### config.mk
export PLATFORM = sky130hd
export DESIGN_NAME = if_prefetch_queue
export DESIGN_NICKNAME = d
export VERILOG_FILES = /design/src/rtl/if_prefetch_queue.sv
export SDC_FILE = /design/constraint.sdc
export NUM_CORES = 1
export LEC_CHECK = 0
export BUFFER_PORTS_ARGS = -buffer_cell sky130_fd_sc_hd__buf_4
export CORE_MARGIN = 10
export CORE_UTILIZATION = 35
export DETAILED_ROUTE_END_ITERATION = 6
export PLACE_DENSITY = 0.62
export SYNTH_ARGS = -nofsm -noshare
export SYNTH_HDL_FRONTEND = slang
export SYNTH_SLANG_ARGS = --single-unit
### constraint.sdc
create_clock -name i_clk -period 3.34 [get_ports i_clk]
set_input_delay 0.167 -clock i_clk [delete_from_list [all_inputs] [get_ports i_clk]]
set_output_delay 0.167 -clock i_clk [all_outputs]
set_load 0.05 [all_outputs]
### src/rtl/if_prefetch_queue.sv
// Instruction prefetch queue.
//
// Fetches sequential instruction words into a small FIFO. At most one memory
// request is outstanding at a time. A redirect flushes the queue and restarts
// fetching at the new PC. If the redirect arrives while a request is still
// outstanding, the late response is discarded (StFlush).
//
// Optional feature, enabled by defining ARVI_PREFETCH_BYPASS_EN:
//   When the queue is empty, a response can be presented at the head in the
//   same cycle it arrives. If it is also popped in that cycle, it is never
//   written into the FIFO.
//
// Parameters:
//   PC_RESET - address fetched first after reset
//   DEPTH    - FIFO entries, a power of two from 2 to 16
//
// Ports:
//   i_clk, i_rst     - clock (rising edge); asynchronous active-low reset
//   i_pop            - datapath consumed the head instruction
//   i_redirect(_pc)  - non-sequential PC change and its target
//   o_valid/o_instr  - head entry valid, and the head instruction
//   o_pc             - address of the head instruction
//   o_stall          - equals !o_valid
//   o_mem_req/_addr  - fetch request and its word-aligned address
//   i_mem_ready/data - response strobe (completes the request) and its data
module if_prefetch_queue #(
    parameter logic [31:0] PC_RESET = 32'h0000_0000,
    parameter int unsigned DEPTH    = 4
) (
    input  logic        i_clk,
    input  logic        i_rst,
    input  logic        i_pop,
    input  logic        i_redirect,
    input  logic [31:0] i_redirect_pc,
    output logic        o_valid,
    output logic [31:0] o_instr,
    output logic [31:0] o_pc,
    output logic        o_stall,
    output logic        o_mem_req,
    output logic [31:0] o_mem_addr,
    input  logic        i_mem_ready,
    input  logic [31:0] i_mem_data
);

    localparam int unsigned PtrW = $clog2(DEPTH);
    localparam int unsigned CntW = $clog2(DEPTH + 1);
    localparam logic [CntW-1:0] CntFull = CntW'(DEPTH);

    typedef enum logic [1:0] {StIdle, StFetch, StFlush} state_e;

    state_e          state_q, state_d;
    logic [CntW-1:0] count_q, count_d;
    logic [PtrW-1:0] rd_ptr_q, rd_ptr_d, wr_ptr_q, wr_ptr_d;
    logic [31:0]     f_addr_q, f_addr_d;
    logic [31:0]     pc_q, pc_d;
    logic [31:0]     flush_addr_q, flush_addr_d;
    logic [31:0]     fifo_q [DEPTH];

    logic        bypass;
    logic        fill;
    logic        take;
    logic [31:0] fetch_addr;

    assign fetch_addr = {f_addr_q[31:2], 2'b00};

    always_comb begin
        bypass = 1'b0;
`ifdef ARVI_PREFETCH_BYPASS_EN
        bypass = (state_q == StFetch) && (count_q == '0) && i_mem_ready && !i_redirect;
`endif
        // A bypassed word that is consumed at once never enters the FIFO.
        fill = (state_q == StFetch) && i_mem_ready && !i_redirect && !(bypass && i_pop);
        take = i_pop && (count_q != '0);
    end

    always_comb begin
        state_d      = state_q;
        count_d      = count_q;
        rd_ptr_d     = rd_ptr_q;
        wr_ptr_d     = wr_ptr_q;
        f_addr_d     = f_addr_q;
        pc_d         = pc_q;
        flush_addr_d = flush_addr_q;

        if (i_redirect) begin
            count_d  = '0;
            rd_ptr_d = '0;
            wr_ptr_d = '0;
            f_addr_d = i_redirect_pc;
            pc_d     = i_redirect_pc;
        end else begin
            if (fill) wr_ptr_d = wr_ptr_q + 1'b1;
            if (take) rd_ptr_d = rd_ptr_q + 1'b1;
            count_d = count_q + CntW'(fill) - CntW'(take);
            if (take || (bypass && i_pop)) pc_d = pc_q + 32'd4;
            if ((state_q == StFetch) && i_mem_ready) f_addr_d = f_addr_q + 32'd4;
        end

        unique case (state_q)
            StIdle: begin
                if (count_q < CntFull) state_d = StFetch;
            end
            StFetch: begin
                if (i_redirect) begin
                    // Response still owed for the old address: wait it out.
                    if (!i_mem_ready) begin
                        state_d      = StFlush;
                        flush_addr_d = fetch_addr;
                    end
                end else if (i_mem_ready && (count_d == CntFull)) begin
                    state_d = StIdle;
                end
            end
            StFlush: begin
                if (i_mem_ready) state_d = StFetch;
            end
            default: state_d = StIdle;
        endcase
    end

    always_ff @(posedge i_clk or negedge i_rst) begin
        if (!i_rst) begin
            state_q      <= StIdle;
            count_q      <= '0;
            rd_ptr_q     <= '0;
            wr_ptr_q     <= '0;
            f_addr_q     <= PC_RESET;
            pc_q         <= PC_RESET;
            flush_addr_q <= PC_RESET;
        end else begin
            state_q      <= state_d;
            count_q      <= count_d;
            rd_ptr_q     <= rd_ptr_d;
            wr_ptr_q     <= wr_ptr_d;
            f_addr_q     <= f_addr_d;
            pc_q         <= pc_d;
            flush_addr_q <= flush_addr_d;
        end
    end

    // Storage needs no reset: entries are only visible once counted.
    always_ff @(posedge i_clk) begin
        if (fill) fifo_q[wr_ptr_q] <= i_mem_data;
    end

    always_comb begin
        o_valid = (count_q != '0) || bypass;
        o_stall = !o_valid;
        if (count_q != '0) begin
            o_instr = fifo_q[rd_ptr_q];
        end else if (bypass) begin
            o_instr = i_mem_data;
        end else begin
            o_instr = '0;
        end
        o_pc       = pc_q;
        o_mem_req  = (state_q != StIdle);
        o_mem_addr = (state_q == StFlush) ? flush_addr_q : fetch_addr;
    end

endmodule

==> results of run 1 <==
per-stage QoR:
step	cells	setup slack [ns]	cell area, µm²	hold WS (ns)	power [mW]
global route	1422	0.2210	13870	0.01054	10.79
global placement	1314	0.5254	12370	0.1171	7.309
CTS	1422	0.3781	13870	0.002069	10.43
floorplan	790	0.4285	10710	-0.1286	6.235
detailed placement	1314	0.4039	12370	0.1174	7.352
finish	1422	0.4017	13870	0.009451	10.29
critical path, delay by kind of cell (launching register included):
family / cells / cell delay, ns
fa+ha+maj: 3 / 0.85
xor+xnor: 1 / 0.21
flops: 1 / 0.44
buf+inv: 3 / 0.37
compound gates: 3 / 0.84
mux: 1 / 0.12
synthesized netlist by cell type, types with 13 or more instances:
| master | instances | share of area, % |
|---|---|---|
| nor4_1 | 16 | 0.94 |
| or4_1 | 15 | 1.1 |
| and3_1 | 13 | 0.76 |
| a31oi_1 | 17 | 0.99 |
| nor2_1 | 46 | 1.6 |
| nand4_1 | 21 | 1.2 |
| clkbuf_1 | 24 | 0.84 |
| nor3_1 | 15 | 0.70 |
| inv_1 | 16 | 0.56 |
| dfrtp_1 | 101 | 24 |
| nand2_1 | 33 | 1.2 |
| o31ai_1 | 13 | 0.91 |
| and4_1 | 14 | 1.1 |
| mux2_2 | 68 | 7.2 |
| and2_1 | 35 | 2.0 |
| nand3_1 | 19 | 0.89 |
| edfxtp_1 | 128 | 36 |
| a211oi_1 | 18 | 1.3 |
| mux4_2 | 32 | 6.7 |
layer usage:
metal / vias up / GRT usage, % / routed length, µm
li1: 3508 / - / -
met1: 3778 / 19.51 / 12830
met2: 221 / 22.69 / 12990
met3: 38 / 3.063 / 1648
met4: 0 / 3.212 / 500
met5: - / 0 / 0
what timing repair did:
item / in CTS / in global routing
endpoints found under the hold margin: 216 / 0
buffers inserted: 0 / 0
hold buffers: 59 / 0
cells by family after synthesis:
family / count (synthesis) / share of synthesized area [%]
simple gates: 266 / 14.24
flops: 229 / 59.53
mux: 105 / 14.39
compound gates: 94 / 6.431
buf+inv: 65 / 2.479
xor+xnor: 20 / 1.765
fa+ha+maj: 9 / 1.122
other cells: 1 / 0.03504
worst max-delay path by stage:
stage / endpoint / slack [ns] / cells past startpoint
floorplan: state_q[0] / 0.43 / 11
global placement: state_q[0] / 0.53 / 11
detailed placement: state_q[0] / 0.40 / 11
CTS: state_q[0] / 0.38 / 11
global route: state_q[0] / 0.22 / 11
finish: state_q[0] / 0.40 / 11
report_power, final:
part / internal, mW / switching (mW)
registers: 3.39 / 0.315
clock network: 1.83 / 1.15
logic: 1.35 / 2.25
cells in the final DEF (no fill, tap or decap), drive strengths merged, types with 4 or more instances in the layout:
master and instances:
a211oi 18, a21oi 10, a31oi 17, and2 36, and3 13, and4 14
buf 182, bufinv 4, clkbuf 34, clkinv 9, dfrtp 101, dlygate4sd3 59
edfxtp 128, ha 8, inv 18, mux2 71, mux4 32, nand2 34
nand2b 4, nand3 19, nand4 22, nor2 46, nor2b 4, nor3 15
nor3b 5, nor4 17, o21ai 8, o311a 4, o31ai 14, or3 12
or4 15, xnor2 11, xor2 8
cell type report:
| type | instances | area, µm² | share of cell area (%) |
|---|---|---|---|
| Timing Repair Buffer | 241 | 1957 | 14.11 |
| Inverter | 17 | 63.81 | 0.4602 |
| Sequential cell | 229 | 6372 | 45.96 |
| Multi-Input combinational cell | 496 | 4081 | 29.44 |
| Tap cell | 390 | 488.0 | 3.519 |
| Clock inverter | 15 | 181.4 | 1.308 |
| Clock buffer | 34 | 721.9 | 5.207 |
registers in the layout, indices dropped and copies added, names as in the netlist:
signal / cells
flush_addr_q: 30
state_q: 2
count_q: 3
o_pc: 32
f_addr_q: 30
fifo_q: 128
wr_ptr_q: 2
rd_ptr_q: 2
==> results by group, run 1 <==
Finish
  – Fraction of layout cells with a size suffix above 1: 32.66%
  – Antenna cell count: 0
  – Final Core Density: 46.41%
  – Synthesis-to-layout area growth: 29.57%
  – Fill cells: 2667
  – Nets: 1090

Critical path
  – R2R setup slack: 0.40 ns
  – Critical Path Start: count_q[2]
  – Crit path launch type: flop
  – WS Path Type: reg -> reg
  – Crit end category: flop
  – Cells on worst reg2reg path: 11
  – R2R Path Start: count_q[2]
  – Cell Chain, Critical Path: o31ai_2 -> clkinv_1 -> ha_1 -> inv_1 -> ha_1 -> inv_1 -> fa_1 -> xnor3_1 -> o41ai_1 -> mux2i_1 -> a22o_1
  – Slowest-stage cell, CP: dfrtp_1
  – Reg2reg end: state_q[0]
  – Critical Path AT: 3.36 ns
  – Max FO, Critical Path: 6
  – Slowest cell delay on critical path: 0.44 ns
  – Worst EP required: 3.76 ns

Power
  – Pwr dens: 742.0 nW/µm²
  – Max VDD drop: 0.3540 mV
  – LEAKAGE: 5.237 nW

Timing
  – Max-slew violations: 0
  – Setup TNS: 0 ns
  – RSZ-0062 raised after global routing: false
  – Worst slew pin tran: 0.9099 ns
  – Endpoints failing setup: 0
  – Minimum clock period: 2.938 ns
  – Max_slew headroom: 39.20%
  – Final worst clock skew: 0.01809 ns
  – Max Fclk: 340.3 MHz
  – Final Hold Fails: 0
  – Final period util: 87.97%

Die
  – Chip Width: 194.9 µm
  – Top-level port count: 168
  – Die area: 37970 µm²
  – Site row count: 63
  – Core area: 29870 µm²
  – Initial core utilization: 35.82%
  – Die Span Y: 194.9 µm

CTS
  – Post-cts resize count: 0
  – H-tree Lvls: 1
  – CTS Root Cell: clkbuf_16
  – Clock Latency Late Sink: 0.53 ns
  – CTS tree: yes
  – Clock-pin slew on the worst setup and hold paths: 0.06 ns
  – Sink Count: 229
  – Total CTS buffers: 27
  – Max Root-Sink Buffers: 3

Worst hold path
  – Endpoint, Worst Hold: f_addr_q[23]
  – HP Start: i_redirect_pc[23]
  – Hold path cells: 3
  – Hold Path Class: in -> reg

Logic synthesis
  – Cell variety after synth: 68
  – Post-Syn Area: 10700 µm²
  – Ys Warns: 0
  – Post-synth EDFFs: 128
  – Predominant post-synthesis flop cell: edfxtp_1
  – Mean post-synth cell area: 13.56 µm²
  – Ys async rst share: 44.10%
  – Share of the yosys chip area belonging to registers: 59.53%
  – Synthesized netlist cell count: 789
  – Synth Register Bits: 229

Drt
  – Routed wire length per instance: 19.67 µm
  – DR pass1 iterations: 5
  – Vias after detailed routing: 7545
  – Drt drc: 0
  – Via density: 5.306
  – DRC marker count from the first detailed-route iteration: 482
  – Final WL: 27.97 mm
  – Routed Antenna Nets: 0

GRT
  – Vias in the first global route: 7833
  – Initial antenna violation count: 0
  – GRT overflow: 0
  – Pin count of the biggest net entering global routing: 39
  – Total GRT Usage: 14.26%
  – Global-route wire length before repair: 44.53 mm

Placed design
  – Post-DP HPWL: 19.11 mm
  – Final estimated routing congestion in global placement: 0.8015
  – Number of port buffers: 165

Run status
  – Status: completed

Run
  – Total of max-cap violations: 0
No activity file was read; power rests on OpenSTA's default activity.
==> inputs of run 2 (changes only) <==
--- a/config.mk
+++ b/config.mk
@@ -6,9 +6,11 @@
 export NUM_CORES = 1
 export LEC_CHECK = 0
 export BUFFER_PORTS_ARGS = -buffer_cell sky130_fd_sc_hd__buf_4
+export CORE_ASPECT_RATIO = 0.75
 export CORE_MARGIN = 10
 export CORE_UTILIZATION = 35
 export DETAILED_ROUTE_END_ITERATION = 6
+export GPL_TIMING_DRIVEN = 0
 export PLACE_DENSITY = 0.62
 export SYNTH_ARGS = -nofsm -noshare
 export SYNTH_HDL_FRONTEND = slang
==> run 2 against run 1 <==
Sequential cell count unchanged. Sequential share of layout area down 0.62 points. Cell count up 3.0%. Global-route usage up 1.1 points. Maximum frequency down 0.32%. Hold slack better by 0.034 ns. Critical endpoint unchanged. Largest power group is now combinational cells. Highest routed layer unchanged.
==> results by group, run 2 (synthesis gave the netlist of run 1 again) <==
Timing
  – Final Hold Fails: 0
  – RSZ-0062 raised after global routing: false
  – Max_slew headroom: 18.33%
  – Final worst slack: 0.3923 ns
  – Max Fclk: 339.3 MHz
  – Hold Slack: 0.04329 ns
  – Setup TNS: 0 ns
  – Endpoints failing setup: 0
  – Minimum clock period: 2.948 ns
  – Final worst clock skew: 0.01411 ns
  – Worst slew pin tran: 1.214 ns
  – Final period util: 88.25%
  – Max-slew violations: 0

Critical path
  – Critical Path AT: 3.35 ns
  – R2R setup slack: 0.39 ns
  – WS Path Type: reg -> reg
  – Worst EP required: 3.75 ns
  – Max FO, Critical Path: 6
  – Crit end category: flop
  – Crit path launch type: flop

Worst hold path
  – Hold Path Class: in -> reg

Placed design
  – Dpl cells: 1357
  – Placed inst area: 12520 µm²
  – Number of port buffers: 164
  – Placement Setup Slack: -0.05760 ns
  – Final estimated routing congestion in global placement: 0.8998
  – Post-DP HPWL: 21.71 mm

GRT
  – Vias in the first global route: 7937
  – GRT overflow: 0
  – Initial antenna violation count: 0
  – Total GRT Usage: 15.41%
  – Pin count of the biggest net entering global routing: 102
  – Global-route wire length before repair: 47.09 mm

CTS
  – CTS tree: yes
  – Total CTS buffers: 25
  – Sink Count: 229
  – Max Root-Sink Buffers: 3
  – CTS Root Cell: clkbuf_16
  – Clock-pin slew on the worst setup and hold paths: 0.06 ns
  – H-tree Lvls: 1
  – Clock Latency Late Sink: 0.53 ns

Die
  – Initial core utilization: 35.50%
  – Die Span Y: 171.4 µm
  – Top-level port count: 168
  – Die area: 38040 µm²
  – Core area: 30140 µm²
  – Chip Width: 221.9 µm
  – Site row count: 55

Power
  – Clock network power share: 28.6%
  – LEAKAGE: 5.283 nW
  – Reg power frac: 35.6%
  – Pwr dens: 737.5 nW/µm²
  – Comb power frac: 35.8%
  – Switching portion of total power: 36.39%
  – Max VDD drop: 0.3763 mV
  – Tot Pwr: 10.36 mW
  – Internal Power: 6.594 mW
  – Net Switching: 3.771 mW

Finish
  – Most flops, register: fifo_q
  – Number of flip-flops in the largest register: 128
  – Antenna cell count: 0
  – Final Core Density: 46.63%
  – Synthesis-to-layout area growth: 31.32%
  – Commonest non-fill, non-tap cell in the layout: buf_4
  – Nets: 1124
  – Commonest non-fill, non-tap cells in the layout: buf_4 (166), edfxtp_1 (128), dfrtp_1 (101)
  – Final instance area: 14050 µm²
  – Fraction of layout cells with a size suffix above 1: 31.92%
  – Final Non-Filler Cells: 1464

Drt
  – Routed wire length per instance: 20.79 µm
  – DR pass1 iterations: 5
  – Final WL: 30.44 mm
  – Drt drc: 0
  – DRC marker count from the first detailed-route iteration: 660
  – Routed Antenna Nets: 0
  – Vias after detailed routing: 7790
  – Via density: 5.321

Run
  – Total of max-cap violations: 0

Run status
  – Status: completed
## run 2: layer usage
layer | global-route usage, % | routed length, µm
met3 | 3.172 | 2118
met1 | 22.71 | 14440
met2 | 22.67 | 13310
met4 | 3.629 | 568
met5 | 0 | 0
## run 2: worst max-delay path, stage by stage, from the launching register on
cell,delay (ns)
dfrtp_1,0.47
o31ai_4,0.33
clkinvlp_4,0.24
ha_1,0.33
inv_1,0.05
ha_1,0.13
inv_1,0.05
fa_1,0.36
xnor3_1,0.21
o41ai_1,0.33
mux2i_1,0.14
a22o_1,0.19
## run 2: repair_timing
item / 4_1_cts / 5_1_grt
setup buffers: 0 / 1
gates cloned: 0 / 0
hold buffers: 59 / 0
hold endpoints to repair: 177 / 0
pin swaps: 0 / 1
setup endpoints to repair: 1 / 1
gates resized for setup: 1 / 1
## run 2: area by class of cell
cell class	instances	area, µm²
repair buffers	229	1941
clock inverters	12	171.4
fillers	2737	16090
clock buffers	34	719.4
multi-input cells	496	4083
plain buffers	48	201.4
flip-flops and latches	229	6371
well taps	399	499.2
inverters	17	67.56
## run 2: power by group through the flow
| stage | Sequential (mW) | Combinational [mW] | Clock [mW] |
|---|---|---|---|
| after global routing | 3.75 | 3.96 | 3.16 |
| after CTS | 3.69 | 3.75 | 3.04 |
| final | 3.69 | 3.71 | 2.96 |
| after detailed placement | 3.74 | 3.68 | 0 |
| after floorplan | 3.81 | 2.42 | 0 |
| after global placement | 3.72 | 3.64 | 0 |
## run 2: worst paths after layout
kind / from / endpoint / depth (start not counted)
max in group asynchronous: i_rst / o_pc[0] / 3
worst max register to register: count_q[1] / state_q[0] / 11
worst min register to register: flush_addr_q[26] / flush_addr_q[26] / 1
worst max-delay path: count_q[1] / state_q[0] / 11
worst min-delay path: i_redirect_pc[16] / f_addr_q[16] / 3
min in group asynchronous: i_rst / o_pc[13] / 2
